<file path="config.mk">
export PLATFORM = sky130hd
export DESIGN_NAME = tft43_cmd_seq
export DESIGN_NICKNAME = d
export VERILOG_FILES = /design/src/rtl/tft43_cmd_seq.sv
export SDC_FILE = /design/constraint.sdc
export NUM_CORES = 1
export LEC_CHECK = 0
export CORE_UTILIZATION = 48
export CTS_CLUSTER_SIZE = 40
export DETAILED_ROUTE_END_ITERATION = 10
export GPL_TIMING_DRIVEN = 1
export PLACE_DENSITY_LB_ADDON = 0.15
export RECOVER_POWER = 25
export SYNTH_ARGS = -nofsm -noshare
export SYNTH_HDL_FRONTEND = slang
export SYNTH_SLANG_ARGS = --single-unit
</file>
<file path="constraint.sdc">
create_clock -name clk -period 3.2 [get_ports clk]
set_input_delay 0.64 -clock clk [delete_from_list [all_inputs] [get_ports clk]]
set_output_delay 0.64 -clock clk [all_outputs]
set_load 0.01 [all_outputs]
</file>
<file path="src/rtl/tft43_cmd_seq.sv">
// tft43_cmd_seq: power-on reset, init command sequencing and user write
// arbitration for a 4.3" TFT panel behind a separate bus-timing stage.
// Optional backlight PWM is enabled by defining TFT43_BL_PWM_EN; without it
// the backlight is driven constantly on once init completes.
module tft43_cmd_seq #(
  parameter int unsigned RST_LOW_CYC  = 500000,
  parameter int unsigned RST_WAIT_CYC = 6000000,
  parameter int unsigned DLY_CMD_CYC  = 6000000,
  parameter int unsigned DONE_TO_CYC  = 64
) (
  input  logic        clk,
  input  logic        rst_n,
  input  logic        req_valid,
  output logic        req_ready,
  input  logic [1:0]  req_type,
  input  logic [15:0] req_cmd,
  input  logic [15:0] req_data,
  input  logic [7:0]  bl_duty,
  output logic        o_en,
  output logic [1:0]  o_trigger,
  output logic [15:0] o_cmd,
  output logic [15:0] o_data,
  input  logic        i_done,
  output logic        o_lcd_rst,
  output logic        o_bl_ctr,
  output logic        o_init_done,
  output logic        o_err
);

  localparam int unsigned CNT_W    = 32;
  localparam int unsigned IDX_W    = 3;
  localparam int unsigned TRIG_W   = 2;
  localparam int unsigned WORD_W   = 16;
  localparam int unsigned LAST_IDX = 5;

  typedef enum logic [2:0] {
    RST_LO    = 3'd0,
    RST_WAIT  = 3'd1,
    ISSUE     = 3'd2,
    WAIT_DONE = 3'd3,
    DLY       = 3'd4,
    READY     = 3'd5,
    ERR       = 3'd6
  } state_t;

  state_t              state, stateNxt;
  logic [CNT_W-1:0]    cnt, cntNxt, cntInc;
  logic [IDX_W-1:0]    idx, idxNxt;
  logic                lcdRstNxt, initDoneNxt, errNxt, enNxt, readyNxt, blNxt;
  logic [TRIG_W-1:0]   trigNxt;
  logic [WORD_W-1:0]   cmdNxt, dataNxt;

  logic [TRIG_W-1:0]   romType;
  logic [WORD_W-1:0]   romCmd, romData;
  logic                romDly;

  assign cntInc = cnt + CNT_W'(1);

  // Init ROM: bus type, command, data and post-delay flag per entry
  always_comb begin
    romType = '0;
    romCmd  = '0;
    romData = '0;
    romDly  = 1'b0;
    case (idx)
      3'd0: begin romType = 2'b01; romCmd = 16'h0001; romDly = 1'b1; end
      3'd1: begin romType = 2'b01; romCmd = 16'h0011; romDly = 1'b1; end
      3'd2: begin romType = 2'b10; romCmd = 16'h003A; romData = 16'h0055; end
      3'd3: begin romType = 2'b10; romCmd = 16'h0036; romData = 16'h0000; end
      3'd4: begin romType = 2'b01; romCmd = 16'h0013; end
      3'd5: begin romType = 2'b01; romCmd = 16'h0029; end
      default: ;
    endcase
  end

  // State, counter and output register
  always_ff @(posedge clk or negedge rst_n) begin
    if (!rst_n) begin
      state       <= RST_LO;
      cnt         <= '0;
      idx         <= '0;
      o_lcd_rst   <= 1'b0;
      o_en        <= 1'b0;
      o_trigger   <= '0;
      o_cmd       <= '0;
      o_data      <= '0;
      o_init_done <= 1'b0;
      o_err       <= 1'b0;
      req_ready   <= 1'b0;
      o_bl_ctr    <= 1'b0;
    end else begin
      state       <= stateNxt;
      cnt         <= cntNxt;
      idx         <= idxNxt;
      o_lcd_rst   <= lcdRstNxt;
      o_en        <= enNxt;
      o_trigger   <= trigNxt;
      o_cmd       <= cmdNxt;
      o_data      <= dataNxt;
      o_init_done <= initDoneNxt;
      o_err       <= errNxt;
      req_ready   <= readyNxt;
      o_bl_ctr    <= blNxt;
    end
  end

  // Next-state and next-output decode
  always_comb begin
    stateNxt    = state;
    cntNxt      = cnt;
    idxNxt      = idx;
    lcdRstNxt   = o_lcd_rst;
    trigNxt     = o_trigger;
    cmdNxt      = o_cmd;
    dataNxt     = o_data;
    initDoneNxt = o_init_done;
    errNxt      = o_err;

    case (state)
      RST_LO: begin
        lcdRstNxt = 1'b0;
        if (cntInc >= CNT_W'(RST_LOW_CYC)) begin
          stateNxt  = RST_WAIT;
          cntNxt    = '0;
          lcdRstNxt = 1'b1;
        end else begin
          cntNxt = cntInc;
        end
      end

      RST_WAIT: begin
        if (cntInc >= CNT_W'(RST_WAIT_CYC)) begin
          stateNxt = ISSUE;
          cntNxt   = '0;
          idxNxt   = '0;
        end else begin
          cntNxt = cntInc;
        end
      end

      ISSUE: begin
        trigNxt  = romType;
        cmdNxt   = romCmd;
        dataNxt  = romData;
        cntNxt   = '0;
        stateNxt = WAIT_DONE;
      end

      WAIT_DONE: begin
        if (i_done) begin
          // Trigger drops for at least one cycle before any new transaction
          trigNxt = '0;
          cntNxt  = '0;
          if (o_init_done) begin
            stateNxt = READY;
          end else if (idx == IDX_W'(LAST_IDX)) begin
            initDoneNxt = 1'b1;
            stateNxt    = READY;
          end else begin
            idxNxt   = idx + IDX_W'(1);
            stateNxt = romDly ? DLY : ISSUE;
          end
        end else if (cntInc >= CNT_W'(DONE_TO_CYC)) begin
          trigNxt  = '0;
          errNxt   = 1'b1;
          cntNxt   = '0;
          stateNxt = ERR;
        end else begin
          cntNxt = cntInc;
        end
      end

      DLY: begin
        if (cntInc >= CNT_W'(DLY_CMD_CYC)) begin
          cntNxt   = '0;
          stateNxt = ISSUE;
        end else begin
          cntNxt = cntInc;
        end
      end

      READY: begin
        // Types 00/11 are accepted and dropped without touching the bus
        if (req_valid && req_ready && (req_type == 2'b01 || req_type == 2'b10)) begin
          trigNxt  = req_type;
          cmdNxt   = req_cmd;
          dataNxt  = req_data;
          cntNxt   = '0;
          stateNxt = WAIT_DONE;
        end
      end

      ERR: begin
        trigNxt = '0;
        errNxt  = 1'b1;
      end

      default: begin
        stateNxt = RST_LO;
        cntNxt   = '0;
      end
    endcase

    enNxt    = (stateNxt == ISSUE) || (stateNxt == WAIT_DONE) ||
               (stateNxt == DLY)   || (stateNxt == READY);
    readyNxt = (stateNxt == READY);
  end

`ifdef TFT43_BL_PWM_EN
  logic [7:0] pwmCnt;

  // Free-running PWM phase counter, started once init is complete
  always_ff @(posedge clk or negedge rst_n) begin
    if (!rst_n) begin
      pwmCnt <= '0;
    end else if (o_init_done) begin
      pwmCnt <= pwmCnt + 8'(1);
    end
  end

  // Backlight high while phase is below the requested duty
  always_comb begin
    blNxt = o_init_done && (pwmCnt < bl_duty);
  end
`else
  logic unusedBlDuty;
  assign unusedBlDuty = ^bl_duty;

  // Backlight fully on as soon as init is complete
  always_comb begin
    blNxt = initDoneNxt;
  end
`endif

endmodule

</file>
==> results.txt <==
----------------------------------------------------
[Outcome]
  Run status ... finished, violations left
  Violations in the final reports ... max-capacitance violations, max-slew violations

[STA]
  Transition time at the pin with the least slew margin ... ~1900 ps
  Max frequency ... about 320 MHz
  Fin crit period ... between 3000 and 4000 ps
  Final worst clock skew ... between 9 and 10 ps
  Unrepaired setup endpoints after global routing ... yes
  Final critical-path share of the clock period ... between 90% and 100%
  Number of failing hold endpoints at the final stage ... 0
  Headroom to the max-slew limit ... -28.58%
  Final count of pins violating max slew ... 78
  Final Setup Violations ... 0
  PnR worst setup slack ... between 60 and 70 ps
  Hold slack ... between 400 and 500 ps

[Cells and area]
  Final Net Count ... 734
  Diode insertion count for antenna repair ... 0
  Fraction of layout cells with a size suffix above 1 ... 19.71%
  Number of standard cells in the final layout excluding fillers ... 818
  Fillers ... 887
  Layout area overhead ... 33.05%

[Synthesis]
  Post-synth top area cell ... sky130_fd_sc_hd__dfrtp_1
  Post-synthesis instance area ... between 0.004 and 0.005 mm2
  Xor-xnor portion of the synthesized cell area ... roughly 2.0%
  Part of the Yosys area used for sequential elements ... about two fifths
  Count of synthesis-stage warnings from yosys ... 0
  Number of distinct library cells after synthesis ... 72
  Fraction of synthesized area in multiplexers ... 2.623%
  Number of enable-type register cells in the synthesized netlist ... 0
  Avg Inst Size Synth ... around 8.5 um2
  Combinational family with the most area after synthesis ... simple AND/OR/NAND/NOR gates
  Number of instances in the synthesized netlist ... roughly 570
  Leading register cell type out of synthesis ... sky130_fd_sc_hd__dfrtp_1
  Most area-consuming cells after synthesis ... sky130_fd_sc_hd__dfrtp_1 (40%), sky130_fd_sc_hd__nand2_1 (8.5%), sky130_fd_sc_hd__o21ai_0 (6.5%), sky130_fd_sc_hd__nor2_1 (2.5%), sky130_fd_sc_hd__nand3_1 (2.2%)
  Synthesized net count ... around 630
  Post-Synth Adder-Cell Area ... between 1.5 and 2%
  Share of Yosys cell area claimed by the top area cell type ... about 40%
  Simple-gate share of the synthesized area ... approximately a quarter
  Yosys reg bits ... 77
  Post-synthesis async set-or-reset flop share ... 100.0%
  Complex-gate fraction of the synthesized area ... between 20% and 30%

[Detailed routing]
  Final wirelength ... ~14000 um
  Average via count per standard cell ... just under 6
  Total vias in the final route ... between 4000 and 5000
  Starting DRT DRC Count ... 290
  Routed Antenna Nets ... 0
  Number of optimization iterations in the first detailed-route pass ... 5
  WL/cell ... 16.64 um
  Number of remaining DRC errors ... 0

[Global routing]
  Number of global-route vias before repair ... roughly 4300
  GRT met1 Usage ... 35.31%
  Global-route congestion overflow total ... 0
  Global-route wire length before repair ... ~21000 um
  Layer with the highest usage ... met2
  Largest net degree at the start of global routing ... around 80
  Global Route met3 Usage ... a little under 5%
  Met2 usage in global routing ... approximately two fifths
  Number of antenna violations at the first check in global routing ... 0
  Global-route usage over all layers ... ~26%

[Floorplan]
  DIE HEIGHT ... ~100 um
  Die area ... 0.01054 mm2
  Die outline width ... 102.7 um
  Total core area ... 0.009819 mm2
  Effective utilization at floorplan ... 49.54%
  Number of top-level pins ... 86
  Site Rows ... 36

[Placed design]
  DP Cell Count ... between 700 and 800
  RD Place Congestion ... around 0.9
  Buffers on Ports ... 77
  Post-DP HPWL ... roughly 10000 um
  Placement Setup Slack ... -84.13 ps

[Worst hold path]
  Worst min-delay path category ... reg -> reg

[Clock network]
  Clock tree from TritonCTS ... done
  Worst skew pair latency ... 360 ps
  Clock-pin slew reported for the worst setup and hold paths after clock tree synthesis ... around 80 ps
  Total number of H-tree levels ... 3
  Deepest clock path buffer count ... 2
  TritonCTS buffer count ... 9
  Number of clock sinks ... 77
  CTS Root Buffer Type ... sky130_fd_sc_hd__clkbuf_8

[Setup path]
  CP Data Required Time ... about 3400 ps
  Setup crit start kind ... flop
  Worst Path Class, Setup ... reg -> reg
  Crit path arrival time ... between 3000 and 4000 ps
  Critical Path End Type ... flop
  Max FO, Critical Path ... 6

[Power and ir drop]
  Pwr Total ... 3.208 mW
  Peak supply drop ... 0.3438 mV
  Pleak ... approximately 2.7 nW
  PwrDens ... 495.7 mW/mm2

[Run]
  Number of max-capacitance violations reported ... 1

----------------------------------------------------
==> path summary, 6_finish.rpt <==
| kind | slack (ps) | from | end | cells past startpoint |
|---|---|---|---|---|
| max | 70 | cnt[1] | o_trigger[0] | 11 |
| min | 470 | o_err | o_err | 1 |
| max reg2reg | 70 | cnt[1] | o_trigger[0] | 11 |
| min reg2reg | 470 | o_err | o_err | 1 |
| max in group asynchronous | 1110 | rst_n | cnt[3] | 1 |
| min in group asynchronous | 810 | rst_n | cnt[12] | 1 |
==> state kept, by name, summed over array words and instances, names as in the netlist <==
name         count
o_err            1
o_cmd           16
o_en             1
req_ready        1
state            3
idx              3
o_lcd_rst        1
o_init_done      1
o_trigger        2
o_data          16
cnt             32
==> kinds of logic after synthesis <==
kind of cell | after synthesis
multiplexers | 12
XOR/XNOR | 11
adder cells (fa/ha/maj) | 7
buffers and inverters | 56
flip-flops | 77
AO/OA/AOI/OAI | 160
AND/OR/NAND/NOR | 251
==> where the power goes <==
group | switching [mW] | internal [mW] | total, mW
Sequential | 0.164 | 1.14 | 1.31
Combinational | 0.578 | 0.559 | 1.14
Clock | 0.384 | 0.380 | 0.765
Total | 1.13 | 2.08 | 3.21
==> critical path: stages, from the launching register on <==
cell and delay [ps]:
sky130_fd_sc_hd__dfrtp_1 410, sky130_fd_sc_hd__ha_4 190, sky130_fd_sc_hd__and3_4 230, sky130_fd_sc_hd__nand4_1 250
sky130_fd_sc_hd__nor4_2 340, sky130_fd_sc_hd__xor2_1 160, sky130_fd_sc_hd__nor4_4 220, sky130_fd_sc_hd__buf_4 190
sky130_fd_sc_hd__nand4_1 90, sky130_fd_sc_hd__buf_4 190, sky130_fd_sc_hd__a311oi_2 370, sky130_fd_sc_hd__mux2_2 380
==> layout make-up <==
cell class                      count  area (um2)  area share, %
Multi-Input combinational cell    441        2850          44.04
Sequential cell                    77        1934          29.89
Inverter                           10       37.54         0.5799
Clock buffer                       10       137.6          2.126
Timing Repair Buffer              142        1286          19.87
Tap cell                          133       166.4          2.571
Clock inverter                      5       60.06         0.9279
==> through the flow <==
step	util [%]	area, um2	setup TNS (ps)
floorplan	-	4872	0
global placement	61.74	6062	-54.33
detailed placement	61.74	6062	-362.8
CTS	63.93	6277	-0.7867
global route	65.91	6472	-363.5
finish	65.91	6472	0
==> cells in the mapped netlist (all sizes together) (2+ instances only) <==
| cell | instances |
|---|---|
| nor4b | 2 |
| inv | 10 |
| o211ai | 13 |
| xnor2 | 5 |
| a2111oi | 2 |
| and3 | 14 |
| o21ai | 64 |
| nor2 | 34 |
| o221ai | 3 |
| dfrtp | 77 |
| nor4 | 11 |
| or3 | 2 |
| o32a | 2 |
| ha | 7 |
| nor3 | 14 |
| and2 | 4 |
| a311oi | 3 |
| a21boi | 2 |
| mux2i | 6 |
| o32ai | 7 |
| nand2 | 110 |
| a21oi | 20 |
| nor2b | 8 |
| mux2 | 6 |
| o21bai | 2 |
| and4 | 4 |
| o22ai | 12 |
| o31a | 2 |
| xor2 | 6 |
| a211oi | 5 |
| buf | 20 |
| o2111ai | 3 |
| or2 | 2 |
| nand3 | 23 |
| nand4 | 14 |
| or4 | 2 |
| a31oi | 2 |
| clkbuf | 26 |
| a31o | 2 |
| o31ai | 2 |
| a21o | 4 |
| o211a | 2 |
| nand2b | 3 |
==> placed cells by master, fill, tap and decap left out, types with 5 or more instances in the layout <==
cell and instances:
sky130_fd_sc_hd__dfrtp_1 71, sky130_fd_sc_hd__nand2_1 110, sky130_fd_sc_hd__nor2b_1 8, sky130_fd_sc_hd__xnor2_1 5, sky130_fd_sc_hd__o22ai_1 11, sky130_fd_sc_hd__buf_4 60
sky130_fd_sc_hd__nor3_1 13, sky130_fd_sc_hd__and3_1 11, sky130_fd_sc_hd__mux2i_1 6, sky130_fd_sc_hd__clkdlybuf4s50_1 76, sky130_fd_sc_hd__dfrtp_2 6, sky130_fd_sc_hd__o211ai_1 12
sky130_fd_sc_hd__inv_1 10, sky130_fd_sc_hd__a21oi_1 18, sky130_fd_sc_hd__nor2_1 30, sky130_fd_sc_hd__clkbuf_8 10, sky130_fd_sc_hd__nand3_1 20, sky130_fd_sc_hd__xor2_1 6
sky130_fd_sc_hd__o21ai_0 59, sky130_fd_sc_hd__o32ai_1 7, sky130_fd_sc_hd__ha_1 6, sky130_fd_sc_hd__nand4_1 11
==> what timing repair did <==
action,in CTS,in global routing
buffers inserted,0,7
pin swaps,0,10
gates cloned,0,1
endpoints found under the hold margin,0,0
gates resized for setup,6,34
endpoints found under the setup margin,18,28
hold buffers,0,0
==> layer usage <==
layer  up-vias  wire length (um)
met5         -                 0
met4         0               236
met3        26               821
met2       148              6589
met1      2296              5962
li1       2294                 -
Power figures use the tool's default switching activity.
